`src/rtl/decode_pkg.sv`:
```
// Shared RV32I/RV64I decode constants: major opcodes, instruction formats and
// the fn3 encodings for loads, stores and branches.
package decode_pkg;

    localparam logic [6:0] OP_LUI      = 7'b0110111;
    localparam logic [6:0] OP_AUIPC    = 7'b0010111;
    localparam logic [6:0] OP_JAL      = 7'b1101111;
    localparam logic [6:0] OP_JALR     = 7'b1100111;
    localparam logic [6:0] OP_BRANCH   = 7'b1100011;
    localparam logic [6:0] OP_LOAD     = 7'b0000011;
    localparam logic [6:0] OP_STORE    = 7'b0100011;
    localparam logic [6:0] OP_IMM      = 7'b0010011;
    localparam logic [6:0] OP_OP       = 7'b0110011;
    localparam logic [6:0] OP_MISC_MEM = 7'b0001111;
    localparam logic [6:0] OP_SYSTEM   = 7'b1110011;

    typedef enum logic [2:0] {
        FMT_R = 3'd0,
        FMT_I = 3'd1,
        FMT_S = 3'd2,
        FMT_B = 3'd3,
        FMT_U = 3'd4,
        FMT_J = 3'd5,
        FMT_X = 3'd7
    } fmt_e;

    localparam logic [2:0] F3_LB   = 3'd0;
    localparam logic [2:0] F3_LH   = 3'd1;
    localparam logic [2:0] F3_LW   = 3'd2;
    localparam logic [2:0] F3_LD   = 3'd3;
    localparam logic [2:0] F3_LBU  = 3'd4;
    localparam logic [2:0] F3_LHU  = 3'd5;
    localparam logic [2:0] F3_LWU  = 3'd6;
    localparam logic [2:0] F3_SB   = 3'd0;
    localparam logic [2:0] F3_SH   = 3'd1;
    localparam logic [2:0] F3_SW   = 3'd2;
    localparam logic [2:0] F3_SD   = 3'd3;
    localparam logic [2:0] F3_BEQ  = 3'd0;
    localparam logic [2:0] F3_BNE  = 3'd1;
    localparam logic [2:0] F3_BLT  = 3'd4;
    localparam logic [2:0] F3_BGE  = 3'd5;
    localparam logic [2:0] F3_BLTU = 3'd6;
    localparam logic [2:0] F3_BGEU = 3'd7;

    // Format implied by the opcode alone; legality is judged separately.
    function automatic fmt_e fmt_of(input logic [6:0] opcode);
        case (opcode)
            OP_LUI, OP_AUIPC:                          return FMT_U;
            OP_JAL:                                    return FMT_J;
            OP_JALR, OP_LOAD, OP_IMM,
            OP_MISC_MEM, OP_SYSTEM:                    return FMT_I;
            OP_BRANCH:                                 return FMT_B;
            OP_STORE:                                  return FMT_S;
            OP_OP:                                     return FMT_R;
            default:                                   return FMT_X;
        endcase
    endfunction

endpackage

```
`src/rtl/decode_stage_imm_gen.sv`:
```
// Combinational immediate builder: assembles the RV32I immediate for the given
// format and sign-extends bit 31 of the instruction to XLEN.
module imm_gen
    import decode_pkg::*;
#(
    parameter int XLEN = 32
) (
    input  logic [31:0]     inst,
    input  logic [2:0]      fmt,
    output logic [XLEN-1:0] imm
);

    logic [31:0] imm32;

    always_comb begin
        imm32 = '0;
        case (fmt)
            FMT_I: imm32 = {{20{inst[31]}}, inst[31:20]};
            FMT_S: imm32 = {{20{inst[31]}}, inst[31:25], inst[11:7]};
            FMT_B: imm32 = {{19{inst[31]}}, inst[31], inst[7], inst[30:25], inst[11:8], 1'b0};
            FMT_U: imm32 = {inst[31:12], 12'b0};
            FMT_J: imm32 = {{11{inst[31]}}, inst[31], inst[19:12], inst[20], inst[30:21], 1'b0};
            default: imm32 = '0;
        endcase
    end

    assign imm = XLEN'($signed(imm32));

endmodule

```
`src/rtl/decode_stage.sv`:
```
// Instruction decode pipeline stage: one registered output slot, optionally
// backed by a skid entry so that in_ready comes straight from a flop.
module decode_stage
    import decode_pkg::*;
#(
    parameter int XLEN = 32,
    parameter int SKID = 1
) (
    input  logic            clk,
    input  logic            rst_n,
    input  logic            flush,
    input  logic            in_valid,
    output logic            in_ready,
    input  logic [31:0]     in_inst,
    input  logic [XLEN-1:0] in_pc,
    output logic            out_valid,
    input  logic            out_ready,
    output logic [6:0]      out_opcode,
    output logic [4:0]      out_rd,
    output logic [4:0]      out_rs1,
    output logic [4:0]      out_rs2,
    output logic [2:0]      out_fn3,
    output logic [6:0]      out_fn7,
    output logic [XLEN-1:0] out_imm,
    output logic [2:0]      out_fmt,
    output logic            out_illegal,
    output logic [XLEN-1:0] out_pc,
    output logic [31:0]     out_inst
);

    localparam bit IS64 = (XLEN == 64);

    logic            out_valid_reg;
    logic [31:0]     out_inst_reg;
    logic [XLEN-1:0] out_pc_reg;
    logic [XLEN-1:0] out_imm_reg;
    logic [2:0]      out_fmt_reg;
    logic            out_illegal_reg;

    logic            skid_valid;
    logic [31:0]     skid_inst;
    logic [XLEN-1:0] skid_pc;

    logic            accept;
    logic            out_free;
    logic            load_out;
    logic [31:0]     src_inst;
    logic [XLEN-1:0] src_pc;

    assign accept   = in_valid && in_ready;
    assign out_free = !out_valid_reg || out_ready;
    assign load_out = out_free && (skid_valid || accept);

    // A held skid beat is always older than anything on the input.
    assign src_inst = skid_valid ? skid_inst : in_inst;
    assign src_pc   = skid_valid ? skid_pc   : in_pc;

    logic [6:0] src_opcode;
    logic [2:0] src_fn3;
    logic [6:0] src_fn7;
    logic       dec_illegal;
    logic [2:0] dec_fmt;
    logic [XLEN-1:0] dec_imm;

    assign src_opcode = src_inst[6:0];
    assign src_fn3    = src_inst[14:12];
    assign src_fn7    = src_inst[31:25];

    always_comb begin
        dec_illegal = (src_inst[1:0] != 2'b11);
        case (src_opcode)
            OP_LUI, OP_AUIPC, OP_JAL, OP_MISC_MEM, OP_SYSTEM: ;
            OP_JALR:   if (src_fn3 != 3'd0) dec_illegal = 1'b1;
            OP_BRANCH: if (src_fn3 == 3'd2 || src_fn3 == 3'd3) dec_illegal = 1'b1;
            OP_LOAD: begin
                if (src_fn3 == 3'd7) dec_illegal = 1'b1;
                if (!IS64 && (src_fn3 == F3_LD || src_fn3 == F3_LWU)) dec_illegal = 1'b1;
            end
            OP_STORE:  if (src_fn3 > (IS64 ? F3_SD : F3_SW)) dec_illegal = 1'b1;
            OP_OP: begin
                if (src_fn7 != 7'h00 && src_fn7 != 7'h20) dec_illegal = 1'b1;
                else if (src_fn7 == 7'h20 && src_fn3 != 3'd0 && src_fn3 != 3'd5) dec_illegal = 1'b1;
            end
            OP_IMM: begin
                // RV64 shifts borrow inst[25] as shamt[5], so only the top six bits are checked.
                if (IS64) begin
                    if (src_fn3 == 3'd1 && src_inst[31:26] != 6'h00) dec_illegal = 1'b1;
                    if (src_fn3 == 3'd5 && src_inst[31:26] != 6'h00 && src_inst[31:26] != 6'h10)
                        dec_illegal = 1'b1;
                end else begin
                    if (src_fn3 == 3'd1 && src_fn7 != 7'h00) dec_illegal = 1'b1;
                    if (src_fn3 == 3'd5 && src_fn7 != 7'h00 && src_fn7 != 7'h20) dec_illegal = 1'b1;
                end
            end
            default: dec_illegal = 1'b1;
        endcase
    end

    assign dec_fmt = dec_illegal ? FMT_X : fmt_of(src_opcode);

    imm_gen #(.XLEN(XLEN)) u_imm_gen (
        .inst (src_inst),
        .fmt  (dec_fmt),
        .imm  (dec_imm)
    );

    generate
        if (SKID != 0) begin : g_skid
            logic            skid_valid_reg;
            logic [31:0]     skid_inst_reg;
            logic [XLEN-1:0] skid_pc_reg;

            always_ff @(posedge clk or negedge rst_n) begin
                if (!rst_n) begin
                    skid_valid_reg <= 1'b0;
                    skid_inst_reg  <= '0;
                    skid_pc_reg    <= '0;
                end else if (flush) begin
                    skid_valid_reg <= 1'b0;
                end else if (accept && !out_free) begin
                    skid_valid_reg <= 1'b1;
                    skid_inst_reg  <= in_inst;
                    skid_pc_reg    <= in_pc;
                end else if (out_free) begin
                    skid_valid_reg <= 1'b0;
                end
            end

            assign skid_valid = skid_valid_reg;
            assign skid_inst  = skid_inst_reg;
            assign skid_pc    = skid_pc_reg;
            assign in_ready   = !skid_valid_reg;
        end else begin : g_noskid
            assign skid_valid = 1'b0;
            assign skid_inst  = '0;
            assign skid_pc    = '0;
            assign in_ready   = !out_valid_reg || out_ready;
        end
    endgenerate

    always_ff @(posedge clk or negedge rst_n) begin
        if (!rst_n) begin
            out_valid_reg   <= 1'b0;
            out_inst_reg    <= '0;
            out_pc_reg      <= '0;
            out_imm_reg     <= '0;
            out_fmt_reg     <= '0;
            out_illegal_reg <= 1'b0;
        end else if (flush) begin
            out_valid_reg <= 1'b0;
        end else if (out_free) begin
            out_valid_reg <= load_out;
            if (load_out) begin
                out_inst_reg    <= src_inst;
                out_pc_reg      <= src_pc;
                out_imm_reg     <= dec_imm;
                out_fmt_reg     <= dec_fmt;
                out_illegal_reg <= dec_illegal;
            end
        end
    end

    assign out_valid   = out_valid_reg;
    assign out_inst    = out_inst_reg;
    assign out_pc      = out_pc_reg;
    assign out_imm     = out_imm_reg;
    assign out_fmt     = out_fmt_reg;
    assign out_illegal = out_illegal_reg;
    assign out_opcode  = out_inst_reg[6:0];
    assign out_rd      = out_inst_reg[11:7];
    assign out_fn3     = out_inst_reg[14:12];
    assign out_rs1     = out_inst_reg[19:15];
    assign out_rs2     = out_inst_reg[24:20];
    assign out_fn7     = out_inst_reg[31:25];

endmodule

```
`config.mk`:
```
export PLATFORM = sky130hd
export DESIGN_NAME = decode_stage
export DESIGN_NICKNAME = d
export VERILOG_FILES = /design/src/rtl/decode_pkg.sv /design/src/rtl/decode_stage_imm_gen.sv /design/src/rtl/decode_stage.sv
export SDC_FILE = /design/constraint.sdc
export NUM_CORES = 1
export LEC_CHECK = 0
export CORE_MARGIN = 3
export CORE_UTILIZATION = 53
export DETAILED_ROUTE_END_ITERATION = 16
export PLACE_DENSITY = 0.89
export SETUP_SLACK_MARGIN = 0.3
export SKIP_CTS_REPAIR_TIMING = 1
export SYNTH_ARGS = -nofsm -noshare
export SYNTH_HDL_FRONTEND = slang
export SYNTH_SLANG_ARGS = --single-unit
```
`constraint.sdc`:
```
create_clock -name clk -period 5.4 [get_ports clk]
set_clock_uncertainty 0.15 [all_clocks]
set_input_delay 1.08 -clock clk [delete_from_list [all_inputs] [get_ports clk]]
set_output_delay 1.08 -clock clk [all_outputs]
set_load 0.03 [all_outputs]
```
==> impl_metrics.xml <==
<?xml version="1.0" encoding="UTF-8"?>
<metrics>
  <group name="outcome">
    <metric name="result_of_the_run" unit="">finished clean</metric>
  </group>
  <group name="pwr">
    <metric name="powerDensity" unit="nW/um2">366.3</metric>
    <metric name="p_leak" unit="nW">4.278</metric>
    <metric name="max-vdd-ir-drop" unit="uV">257.0</metric>
  </group>
  <group name="yosys">
    <metric name="synth_enable_flop_cells" unit="">0</metric>
    <metric name="synthesis.nets" unit="">743</metric>
    <metric name="ys.flop_type" unit="">dfrtp_1</metric>
    <metric name="fraction_of_synthesized_cell_area_taken_by_the_top_area_cell_type" unit="">0.5387</metric>
    <metric name="synthCells" unit="">674</metric>
    <metric name="library_cell_occupying_the_most_area_in_the_post_synthesis_netlist" unit="">dfrtp_1</metric>
    <metric name="yosys.area_share.adder" unit="">0</metric>
    <metric name="postSynthAreaPerCell" unit="um2">11.44</metric>
    <metric name="combinational_family_with_the_most_area_after_synthesis" unit="">multiplexers</metric>
    <metric name="synth_sequential_area_ratio" unit="">0.5387</metric>
    <metric name="synth.area.top_cells" unit="">dfrtp_1 54%, mux2_2 12%, mux2i_1 6.4%, nand2_1 5.5%, o21ai_0 3.6%</metric>
    <metric name="fraction_of_the_mapped_netlist_area_in_compound_gates" unit="">0.1139</metric>
    <metric name="ys_warn_count" unit="">0</metric>
    <metric name="synth-xor-area-share" unit="">0.002272</metric>
    <metric name="post_synth_num_cell_types" unit="">60</metric>
    <metric name="postSynthRegisterBits" unit="">166</metric>
    <metric name="portion_of_netlist_area_occupied_by_mux_cells" unit="">0.1907</metric>
    <metric name="share_of_async_settable_or_async_resettable_flops_after_synthesis" unit="">1.000</metric>
    <metric name="post_synth_instance_area" unit="um2">7711</metric>
    <metric name="synth_simple_gate_area_frac" unit="">0.09395</metric>
  </group>
  <group name="worst_setup_path">
    <metric name="worst-endpoint-required" unit="ps">5610</metric>
    <metric name="worst_path_max_delay_cell" unit="">dfrtp_4</metric>
    <metric name="critical_path.max_stage_delay" unit="ps">950</metric>
    <metric name="worstPathMaxFanout" unit="">56</metric>
    <metric name="arrival_time_of_data_at_the_critical_path_endpoint" unit="ps">3870</metric>
    <metric name="start_kind" unit="">flip-flop</metric>
    <metric name="crit_end_element" unit="">flip-flop</metric>
    <metric name="crit_path_cell_trace" unit="">or4b_1 &gt; nor4_1 &gt; a2111o_1 &gt; nor2_1 &gt; o31a_1 &gt; nor3_2 &gt; a221o_1</metric>
    <metric name="crit_type" unit="">reg -&gt; reg</metric>
    <metric name="register_to_register_path_depth" unit="">7</metric>
  </group>
  <group name="clock_network">
    <metric name="clock_root_buffer" unit="">clkbuf_16</metric>
    <metric name="clkLatencyLatePin" unit="ps">430</metric>
    <metric name="clock_transition_at_the_registers_of_the_reported_paths" unit="ps">70</metric>
    <metric name="htreeDepth" unit="">4</metric>
    <metric name="clkSinkCount" unit="">166</metric>
    <metric name="cts-buffers-inserted" unit="">17</metric>
    <metric name="clock_tree_from_tritoncts" unit="">yes</metric>
    <metric name="cts_max_path_buffers" unit="">2</metric>
  </group>
  <group name="place">
    <metric name="detailedPlacementHpwl" unit="mm">14.25</metric>
    <metric name="placement.io_buffers" unit="">202</metric>
    <metric name="gp_congestion" unit="">0.9602</metric>
  </group>
  <group name="timing">
    <metric name="fin_crit_sh" unit="">0.6793</metric>
    <metric name="timing.slew.headroom" unit="">0.2928</metric>
    <metric name="fmax" unit="MHz">272.6</metric>
    <metric name="unrepaired_setup_endpoints_after_global_routing" unit="">false</metric>
    <metric name="worst-slew-pin-transition" unit="ps">1052</metric>
    <metric name="timing.final.crit_period" unit="ps">3668</metric>
    <metric name="finalHoldViolCount" unit="">0</metric>
    <metric name="report.final.slew_viol_count" unit="">0</metric>
    <metric name="finalSetupViolCount" unit="">0</metric>
    <metric name="timing.setup.tns" unit="ps">0</metric>
  </group>
  <group name="worst_hold_path">
    <metric name="worst_hold_path.num_cells" unit="">2</metric>
    <metric name="holdCritPathClass" unit="">reg -&gt; reg</metric>
  </group>
  <group name="route">
    <metric name="ant_nets" unit="">0</metric>
    <metric name="drt_drc_violations_left" unit="">0</metric>
    <metric name="drt-vias-per-instance" unit="">5.852</metric>
    <metric name="first_pass_iters" unit="">7</metric>
    <metric name="dr_total_vias" unit="">5975</metric>
    <metric name="wire_length_per_cell_after_detailed_routing" unit="um">19.78</metric>
    <metric name="wirelength" unit="mm">20.20</metric>
    <metric name="drt_iter0_drc" unit="">406</metric>
  </group>
  <group name="global_routing">
    <metric name="number_of_antenna_violations_at_the_first_check_in_global_routing" unit="">0</metric>
    <metric name="grt_util_all_layers" unit="">0.2568</metric>
    <metric name="grt_pass1_wl" unit="mm">32.62</metric>
    <metric name="remaining_global_route_overflow" unit="">0</metric>
    <metric name="grt_max_degree" unit="">113</metric>
    <metric name="via_count_of_the_first_global_routing_pass" unit="">6236</metric>
  </group>
  <group name="layout">
    <metric name="mostFrequentLayoutCell" unit="">clkdlybuf4s50_1</metric>
    <metric name="layout_common_cells" unit="">201 x clkdlybuf4s50_1, 165 x dfrtp_1, 113 x nand2_1</metric>
    <metric name="utilization" unit="">0.7250</metric>
    <metric name="num-nets-final" unit="">898</metric>
    <metric name="antenna_cells" unit="">0</metric>
    <metric name="syn_to_final_growth" unit="%">32.03</metric>
    <metric name="post_route_cells_drive_above_1_share" unit="">0.1641</metric>
  </group>
  <group name="job">
    <metric name="max-cap-violations" unit="">0</metric>
  </group>
  <group name="floorplanning">
    <metric name="initial_core_util" unit="">0.5491</metric>
    <metric name="dieWidth" unit="um">126.6</metric>
    <metric name="core_area" unit="um2">14040</metric>
    <metric name="io_pins" unit="">203</metric>
    <metric name="die_height" unit="um">126.6</metric>
    <metric name="floorplan.die_area" unit="um2">16030</metric>
    <metric name="placement_row_count" unit="">43</metric>
  </group>
</metrics>
==> critical path: cells and delay by family (launching register included) <==
family | cells | cell delay (ps)
compound gates | 3 | 880
flops | 1 | 950
simple gates | 4 | 1570
==> Yosys cell counts (all sizes together) (4+ instances only) <==
cell / n
mux2: 82
buf: 46
o211ai: 4
a221o: 11
nor4: 5
a21oi: 11
clkbuf: 25
inv: 7
a22o: 6
o21ai: 73
mux2i: 51
nor3: 9
nand2: 113
o22a: 4
nor2b: 4
nor2: 14
dfrtp: 166
==> cells by family after synthesis <==
| family | count (synthesis) |
|---|---|
| flops | 166 |
| simple gates | 163 |
| mux | 133 |
| compound gates | 132 |
| buf+inv | 78 |
| xor+xnor | 2 |
==> power by group <==
part           internal, mW  switching, mW
Clock                 0.719          0.488
Sequential             1.45          0.148
Combinational         0.416          0.504
==> worst paths after layout <==
check | startpoint | slack (ps) | to
worst max-delay path | g_skid.skid_valid_reg$_DFFE_PN0P_ | 1730 | out_imm[26]$_DFFE_PN0P_
worst min-delay path | out_pc[17]$_DFFE_PN0P_ | 330 | out_pc[17]$_DFFE_PN0P_
worst max register to register | g_skid.skid_valid_reg$_DFFE_PN0P_ | 1730 | out_imm[26]$_DFFE_PN0P_
worst min register to register | out_pc[17]$_DFFE_PN0P_ | 330 | out_pc[17]$_DFFE_PN0P_
max in group asynchronous | rst_n | 3480 | g_skid.skid_valid_reg$_DFFE_PN0P_
min in group asynchronous | rst_n | 450 | out_imm[9]$_DFFE_PN0P_
==> area by class of cell <==
class,count,area (um2)
fill,912,3861
sequential,166,4158
timing repair buffer,207,2061
multi-input combinational,430,3119
inverter,7,26.28
tap,180,225.2
clock buffer,21,470.5
clock inverter,10,121.4
==> metrics by stage <==
stage / total power, mW / std cells / setup WS, ps / hold WS [ps] / area [um2]
after CTS: 3.756 / 1021 / 1761 / 337.3 / 10180
after detailed placement: 2.542 / 990 / 1432 / 322.5 / 9589
final: 3.729 / 1021 / 1732 / 331.1 / 10180
after floorplan: 2.155 / 674 / 2417 / 323.7 / 7711
after global placement: 2.495 / 990 / 1648 / 313.8 / 9589
after global routing: 3.889 / 1021 / 1496 / 371.5 / 10180
==> layer usage <==
| metal | track usage | up-vias | share of wire |
|---|---|---|---|
| li1 | - | 2669 | - |
| met1 | 0.3225 | 2989 | 0.40 |
| met2 | 0.4250 | 271 | 0.50 |
| met3 | 0.07242 | 46 | 0.075 |
| met4 | 0.09716 | 0 | 0.027 |
| met5 | 0 | - | 0 |
Note: power is estimated with default switching activity, not from simulation.
